## src/rtl/regfile_mover_pkg.sv

```systemverilog
// Shared definitions for the memory <-> register-file block mover:
// operation modes, sequencer states and default widths.
package regfile_mover_pkg;

  localparam int DEFAULT_DATA_W = 32;
  localparam int DEFAULT_MEM_AW = 7;
  localparam int DEFAULT_REG_AW = 5;

  typedef enum logic [1:0] {
    MODE_FILL    = 2'b00,
    MODE_LOAD    = 2'b01,
    MODE_STORE   = 2'b10,
    MODE_ILLEGAL = 2'b11
  } mode_e;

  typedef enum logic [2:0] {
    S_IDLE,
    S_FILL,
    S_LOAD,
    S_LOAD_TAIL,
    S_STORE,
    S_DONE
  } state_e;

endpackage

```

## src/rtl/xfer_counter.sv

```systemverilog
// Up-counter with synchronous clear and enable; tc_o flags the all-ones
// terminal count so the sequencer can stop without relying on wrap-around.
module xfer_counter #(
  parameter int W = 5
) (
  input  logic         clock,
  input  logic         reset,
  input  logic         clear_i,
  input  logic         en_i,
  output logic [W-1:0] count_o,
  output logic         tc_o
);

  logic [W-1:0] count_q;
  logic [W-1:0] count_d;

  always_comb begin
    count_d = count_q;
    if (clear_i) begin
      count_d = '0;
    end else if (en_i) begin
      count_d = count_q + W'(1);
    end
  end

  always_ff @(posedge clock) begin
    if (reset) begin
      count_q <= '0;
    end else begin
      count_q <= count_d;
    end
  end

  assign count_o = count_q;
  assign tc_o    = (count_q == '1);

endmodule

```

## src/rtl/regfile_block_mover.sv

```systemverilog
// Sequencer that fills memory with a descending pattern, or moves one
// register-file-sized block between memory and the register file.
module regfile_block_mover
  import regfile_mover_pkg::*;
#(
  parameter int DATA_W = DEFAULT_DATA_W,
  parameter int MEM_AW = DEFAULT_MEM_AW,
  parameter int REG_AW = DEFAULT_REG_AW
) (
  input  logic                     clock,
  input  logic                     reset,
  input  logic                     start_i,
  input  logic [1:0]               mode_i,
  input  logic [MEM_AW-REG_AW-1:0] blk_i,
  output logic                     busy_o,
  output logic                     done_o,
  output logic                     err_o,
  output logic [MEM_AW-1:0]        mem_addr_o,
  output logic [DATA_W-1:0]        mem_wdata_o,
  output logic                     mem_we_o,
  output logic                     mem_re_o,
  input  logic [DATA_W-1:0]        mem_rdata_i,
  output logic [REG_AW-1:0]        rf_wsel_o,
  output logic [DATA_W-1:0]        rf_wdata_o,
  output logic                     rf_we_o,
  output logic [REG_AW-1:0]        rf_rsel_o,
  input  logic [DATA_W-1:0]        rf_rdata_i
);

  state_e                     state_q, state_d;
  logic [MEM_AW-REG_AW-1:0]   blk_q, blk_d;
  logic                       err_q, err_d;
  logic                       rfWePend_q, rfWePend_d;
  logic [REG_AW-1:0]          rfWsel_q, rfWsel_d;

  logic [MEM_AW-1:0] memCount;
  logic              memTc;
  logic [REG_AW-1:0] regCount;
  logic              regTc;
  logic              counterClear;
  logic              memEn;
  logic              regEn;
  logic [MEM_AW-1:0] fillPattern;

  assign counterClear = (state_q == S_IDLE);
  assign memEn        = (state_q == S_FILL);
  assign regEn        = (state_q == S_LOAD) || (state_q == S_STORE);

  xfer_counter #(.W(MEM_AW)) u_memCounter (
    .clock   (clock),
    .reset   (reset),
    .clear_i (counterClear),
    .en_i    (memEn),
    .count_o (memCount),
    .tc_o    (memTc)
  );

  xfer_counter #(.W(REG_AW)) u_regCounter (
    .clock   (clock),
    .reset   (reset),
    .clear_i (counterClear),
    .en_i    (regEn),
    .count_o (regCount),
    .tc_o    (regTc)
  );

  always_comb begin
    state_d    = state_q;
    blk_d      = blk_q;
    err_d      = 1'b0;
    rfWePend_d = 1'b0;
    rfWsel_d   = '0;
    case (state_q)
      S_IDLE: begin
        if (start_i) begin
          blk_d = blk_i;
          case (mode_i)
            MODE_FILL:  state_d = S_FILL;
            MODE_LOAD:  state_d = S_LOAD;
            MODE_STORE: state_d = S_STORE;
            default:    err_d   = 1'b1;
          endcase
        end
      end
      S_FILL: begin
        if (memTc) state_d = S_DONE;
      end
      // Read data arrives a cycle late, so the register write for index i
      // is scheduled one cycle after its memory read is issued.
      S_LOAD: begin
        rfWePend_d = 1'b1;
        rfWsel_d   = regCount;
        if (regTc) state_d = S_LOAD_TAIL;
      end
      S_LOAD_TAIL: state_d = S_DONE;
      S_STORE: begin
        if (regTc) state_d = S_DONE;
      end
      S_DONE:  state_d = S_IDLE;
      default: state_d = S_IDLE;
    endcase
  end

  always_ff @(posedge clock) begin
    if (reset) begin
      state_q    <= S_IDLE;
      blk_q      <= '0;
      err_q      <= 1'b0;
      rfWePend_q <= 1'b0;
      rfWsel_q   <= '0;
    end else begin
      state_q    <= state_d;
      blk_q      <= blk_d;
      err_q      <= err_d;
      rfWePend_q <= rfWePend_d;
      rfWsel_q   <= rfWsel_d;
    end
  end

  assign fillPattern = ~memCount;

  always_comb begin
    mem_addr_o  = '0;
    mem_wdata_o = '0;
    rf_rsel_o   = '0;
    case (state_q)
      S_FILL: begin
        mem_addr_o  = memCount;
        mem_wdata_o = DATA_W'(fillPattern);
      end
      S_LOAD: mem_addr_o = {blk_q, regCount};
      S_STORE: begin
        mem_addr_o  = {blk_q, regCount};
        rf_rsel_o   = regCount;
        mem_wdata_o = rf_rdata_i;
      end
      default: ;
    endcase
  end

  assign busy_o     = (state_q != S_IDLE);
  assign done_o     = (state_q == S_DONE);
  assign err_o      = err_q;
  assign mem_we_o   = (state_q == S_FILL) || (state_q == S_STORE);
  assign mem_re_o   = (state_q == S_LOAD);
  assign rf_we_o    = rfWePend_q;
  assign rf_wsel_o  = rfWsel_q;
  assign rf_wdata_o = rfWePend_q ? mem_rdata_i : '0;

endmodule

```

## config.mk

```make
export PLATFORM = sky130hd
export DESIGN_NAME = regfile_block_mover
export DESIGN_NICKNAME = d
export VERILOG_FILES = /design/src/rtl/regfile_mover_pkg.sv /design/src/rtl/xfer_counter.sv /design/src/rtl/regfile_block_mover.sv
export SDC_FILE = /design/constraint.sdc
export NUM_CORES = 1
export LEC_CHECK = 0
export BUFFER_PORTS_ARGS = -buffer_cell sky130_fd_sc_hd__buf_2
export CAP_MARGIN = 5
export CORE_MARGIN = 3
export CORE_UTILIZATION = 37
export CTS_BUF_LIST = sky130_fd_sc_hd__clkbuf_16
export DETAILED_ROUTE_END_ITERATION = 12
export MAX_ROUTING_LAYER = met4
export PLACE_DENSITY = 0.88
export SETUP_SLACK_MARGIN = 0.1
export SLEW_MARGIN = 20
export SYNTH_ARGS = -nofsm -noshare
export SYNTH_HDL_FRONTEND = slang
export SYNTH_HIERARCHICAL = 1
export SYNTH_SLANG_ARGS = --single-unit
```

## constraint.sdc

```tcl
create_clock -name clock -period 2.1 [get_ports clock]
set_input_delay 0.21 -clock clock [delete_from_list [all_inputs] [get_ports clock]]
set_output_delay 0.21 -clock clock [all_outputs]
set_load 0.05 [all_outputs]
```

; ---- Yosys cells after proc, flatten, opt, wreduce, memory -nomap -nowiden
; Index checks and enable logic that the tools add are counted.
[totals]
elab_cells = 51
register_bits = 24
[op_classes]
eq_ne = 14
n_reduce_logical = 12
addsub = 2
mux = 12
n_bitwise = 4
[op_table]
columns = operator, n
row1 = $pmux W32 S2, 1
row2 = $mux W32, 1
row3 = $pmux W3 S5, 1
row4 = $pmux W7 S2, 1
row5 = $mux W3, 4
row6 = $pmux W3 S3, 1
row7 = $add A7 B1 Y7 const B, 1
row8 = $eq A7 B7 Y1 const B, 1
row9 = $not A7 Y7, 1
row10 = $eq A3 B2 Y1 const B, 2
row11 = $eq A3 B3 Y1 const B, 2
row12 = $ne A2 B2 Y1 const B, 3
row13 = $reduce_or A2 Y1, 3
row14 = $reduce_or A3 Y1, 2
row15 = $add A5 B1 Y5 const B, 1
row16 = $eq A5 B5 Y1 const B, 1
row17 = $mux W5, 1
row18 = $reduce_and A5 Y1, 1
row19 = $ne A4 B1 Y1 const B, 1
row20 = $eq A3 B1 Y1 const B, 1
row21 = $logic_not A3 Y1, 1
row22 = $not A1 Y1, 3
row23 = $reduce_bool A3 Y1, 1
row24 = $eq A2 B1 Y1 const B, 1
row25 = 6 further kinds, 8

; ---- Logic depth before layout (Yosys ltp)
[logic_depth]
word_depth = 4
mapped_depth = 8
ltp_nobuf = 7

; ---- By module
; The synthesis kept the hierarchy.
[modules_own_cells]
columns = module, n_inst, seq_area_each_um2, cells_each, area_per_inst_um2
row1 = regfile_block_mover, 1, 240.2, 159, 1152.4
row2 = xfer_counter (u_memCounter), 1, 140.1, 35, 309.0
row3 = xfer_counter (u_regCounter), 1, 100.1, 23, 260.2

; ---- Worst setup path after synthesis
; Ideal clock, no wire load.
[synth_path]
path_kind = flip-flop to output port
from = reg state_q[2]
to = out mem_wdata_o[0]
setup_slack_ps = -155
path_buffers = 2
t_arrival_ps = 2045
t_required_ps = 1890
path_stages_with_launch = 5
path_cell_list = dfxtp_1 buf_2 or3b_1 buf_6 o21ai_0
[synth_between]
elab_chain_cells = 2
word_cells_on_any_way = 3
[synth_rtl]
columns = item, line
row1 = from (decl), regfile_block_mover.sv:30  ; state_e state_q, state_d;
row2 = from (signal assigned), regfile_block_mover.sv:112  ; state_q <= state_d;
row3 = $eq A3 B3 Y1 / $eq A3 B1 Y1 (equally long branches), regfile_block_mover.sv:126  ; case (state_q)
row4 = $pmux W32 S2 *, regfile_block_mover.sv:126
row5 = to (decl), regfile_block_mover.sv:19  ; output logic [DATA_W-1:0] mem_wdata_o,
; Mark *: on every way between the ends. The rest lies on a longest branch, timed or not.

; ---- Final worst setup path
[layout_path]
from = reg state_q[0]
to = out mem_wdata_o[4]
; The elaborated chain is that of the path after synthesis.

==> qor.txt <==
Status: completed
Max Cap Viol: 0
Worst Path Max Fanout: 10
EDFF count, synth: 0
Sequential share of the synthesized area: 27.9%
Drt drc: 0
Core area: 0.00441 mm2
GRT Total Usage: 19.0%
GP Congestion: 0.831
Synth Instances: 217
Worst EP arrival: 1.67 ns
Hold path depth: 3
Top Ports: 158
CTS tree: yes
Setup violators final: 0
Setup slack at placement: 0.340 ns
Fmax: 532 MHz
# Post-CTS Setup Buffers: 0
Initial Util: 39.0%
Cell area after layout: 0.00265 mm2
Post_cts resized: 2
Sink Count: 24
Worst reg2reg path depth: 7
Relative slew slack: 53.7%
Yosys warnings: 6
Hold-fix buffers, CTS: 0
Worst Hold Class: primary input to flip-flop
Clock network power share: 16.8%
Final hold violations: 0
Port Buffers: 157
Pre-antenna DRT Iters: 4
PwrDens: 1210 mW/mm2
Sum Neg Setup Slack: 0 ns
Initial DRC Count: 63
Part of the cycle the worst path needs: 89.4%
Clk_skew: 0.00208 ns
Final wirelength: 5490 um
Final WS setup: 0.222 ns
Reg2reg end: state_q[0]
FF-to-FF Start: u_regCounter/count_o[1]
Hold wc startpoint: blk_i[1]
Routed len/inst: 13.2 um
Die Wd: 74.2 um
Clk buf depth: 2
Unrepaired setup endpoints after global routing: no
FFs w/ async S/R, synth: 0%
Flop pwr share: 16.9%
CTS root buf: clkbuf_16
Overflow after GRT: 0
Pin count of the biggest net entering global routing: 41
P_sw: 1.80 mW
Num rows: 24
Layout cells sized above 1: 48.1%
Worst-Margin Slew: 0.694 ns
Total power draw: 3.21 mW
Placement Cell Area: 0.00253 mm2
# H-tree levels: 1
Minimum clock period: 1.88 ns
Final ANT Viol Nets: 0
Startpoint types: flip-flop
Vias in the first global route: 1,867
Num CTS Buffers: 3
Post-synth cell types: 40
First-pass GRT wire length: 8050 um
Avg Synthesized Cell Area: 7.93 um2
VDD IR max: 0.737 mV
Pins Over Slew Limit: 0
Clk pin slew, worst setup/hold paths: 0.06 ns
Clock latency on the worst-skew pair: 0.25 ns
Via count: 2,040
R2R setup slack: 0.44 ns
Top_reg_cell synth: dfxtp_1
Post-layout util: 60.1%
Static Leak: 1.60 nW
Critical Path Sink Type: output pin
Syn Nets: 295
Post-DP HPWL: 4270 um
WP data required: 1.89 ns
Number of synthesized register bits: 24
Chip height: 74.2 um
Area growth syn-to-layout: 54.0%
Syn Std Cell Area: 0.00172 mm2
Net Sw Frac: 56.1%
Via/cell ratio: 4.90
Nets: 443
N_diodes: 0
Total Die Area: 0.00551 mm2
Hold EP: blk_q[1]
P_int: 1.41 mW
Combinational share of power: 66.3%
CP Class: flip-flop to output pin
Initial antenna violation count: 0
==> through the flow <==
step	instances	hold slack, ns
floorplan	217	0.279
global placement	412	0.445
detailed placement	412	0.459
CTS	416	0.212
global route	416	0.221
finish	416	0.209
==> cell usage after synthesis, types with 2 or more instances <==
library cell | count | area [um2]
a21oi_1 | 7 | 35.0
o21ai_0 | 11 | 55.1
xor2_1 | 4 | 35.0
buf_2 | 4 | 20.0
nor3b_1 | 3 | 22.5
and2_1 | 38 | 238
dfxtp_1 | 24 | 480
nand3_1 | 5 | 25.0
mux2i_1 | 3 | 30.0
or3_1 | 2 | 12.5
ha_1 | 7 | 87.6
nand2_1 | 16 | 60.1
nor2_1 | 14 | 52.6
buf_6 | 4 | 45.0
and3_1 | 31 | 194
a22o_1 | 7 | 61.3
inv_1 | 3 | 11.3
clkbuf_1 | 10 | 37.5
xnor2_1 | 2 | 17.5
or2_1 | 2 | 12.5
==> per-layer routing <==
metal,wire length (um),GRT usage [%],vias to the layer above
li1,-,-,1033
met3,637,2.16,2
met5,0,-,-
met4,21,4.74,0
met1,2050,19.7,876
met2,2780,37.6,129
==> worst max path at each step <==
stage,startpoint,endpoint,slack [ns],depth (start not counted)
after floorplan,state_q[2],mem_wdata_o[0],-0.15,4
after global placement,state_q[1],mem_we_o,0.37,4
after detailed placement,state_q[1],mem_we_o,0.34,4
after CTS,state_q[1],mem_addr_o[6],0.20,5
after global routing,state_q[0],mem_wdata_o[6],0.13,6
final,state_q[0],mem_wdata_o[4],0.22,6
==> cell usage in the layout, fill, tap and decap left out, types with 3 or more instances in the layout <==
master | Yosys | layout
o21ai_0 | 11 | 11
buf_4 | 0 | 5
and3_1 | 31 | 31
ha_1 | 7 | 7
dfxtp_1 | 24 | 23
nand3_1 | 5 | 5
a21oi_1 | 7 | 7
inv_1 | 3 | 3
nand2_1 | 16 | 16
nor2_1 | 14 | 14
clkbuf_16 | 0 | 3
buf_2 | 4 | 152
and2_1 | 38 | 38
clkbuf_4 | 0 | 3
mux2i_1 | 3 | 3
nor3b_1 | 3 | 3
xor2_1 | 4 | 4
a22o_1 | 7 | 7
==> worst max-delay path, cell delays in order (launching register included) <==
cell	delay (ns)
dfxtp_1	0.31
buf_4	0.16
nor2_1	0.15
and2_1	0.32
nand2_1	0.09
o21ai_0	0.09
buf_2	0.29
==> layout make-up <==
class / count / area (um2)
clock inverters: 1 / 30.0
multi-input cells: 170 / 1120
fillers: 375 / 1760
inverters: 4 / 20.0
repair buffers: 162 / 861
flip-flops and latches: 24 / 484
well taps: 52 / 65.1
clock buffers: 3 / 75.1
==> flip-flops by register name, indices dropped and copies added, names as in the netlist <==
name                  flops
u_memCounter/count_o      7
rf_wsel_o                 5
u_regCounter/count_o      5
state_q                   3
blk_q                     2
err_o                     1
rf_we_o                   1
==> power by group through the flow <==
stage | Combinational (mW) | Clock (mW) | Sequential [mW]
CTS | 2.13 | 0.543 | 0.544
floorplan | 1.72 | 0 | 0.537
global route | 2.26 | 0.564 | 0.550
global placement | 2.07 | 0 | 0.545
finish | 2.12 | 0.539 | 0.543
detailed placement | 2.11 | 0 | 0.549
==> cells by family (layout without fill, tap and decap cells) <==
family | count (synthesis) | after routing | share of synthesized area (%)
buffers and inverters | 23 | 170 | 7.41
DFF | 24 | 24 | 27.9
adders and majority gates | 7 | 7 | 5.09
AOI/OAI and AO/OA | 29 | 29 | 10.6
and+or+nand+nor | 124 | 124 | 43.3
muxes | 4 | 4 | 2.62
xor gates and xnor gates | 6 | 6 | 3.05
Note: power is estimated with default switching activity, not from simulation.
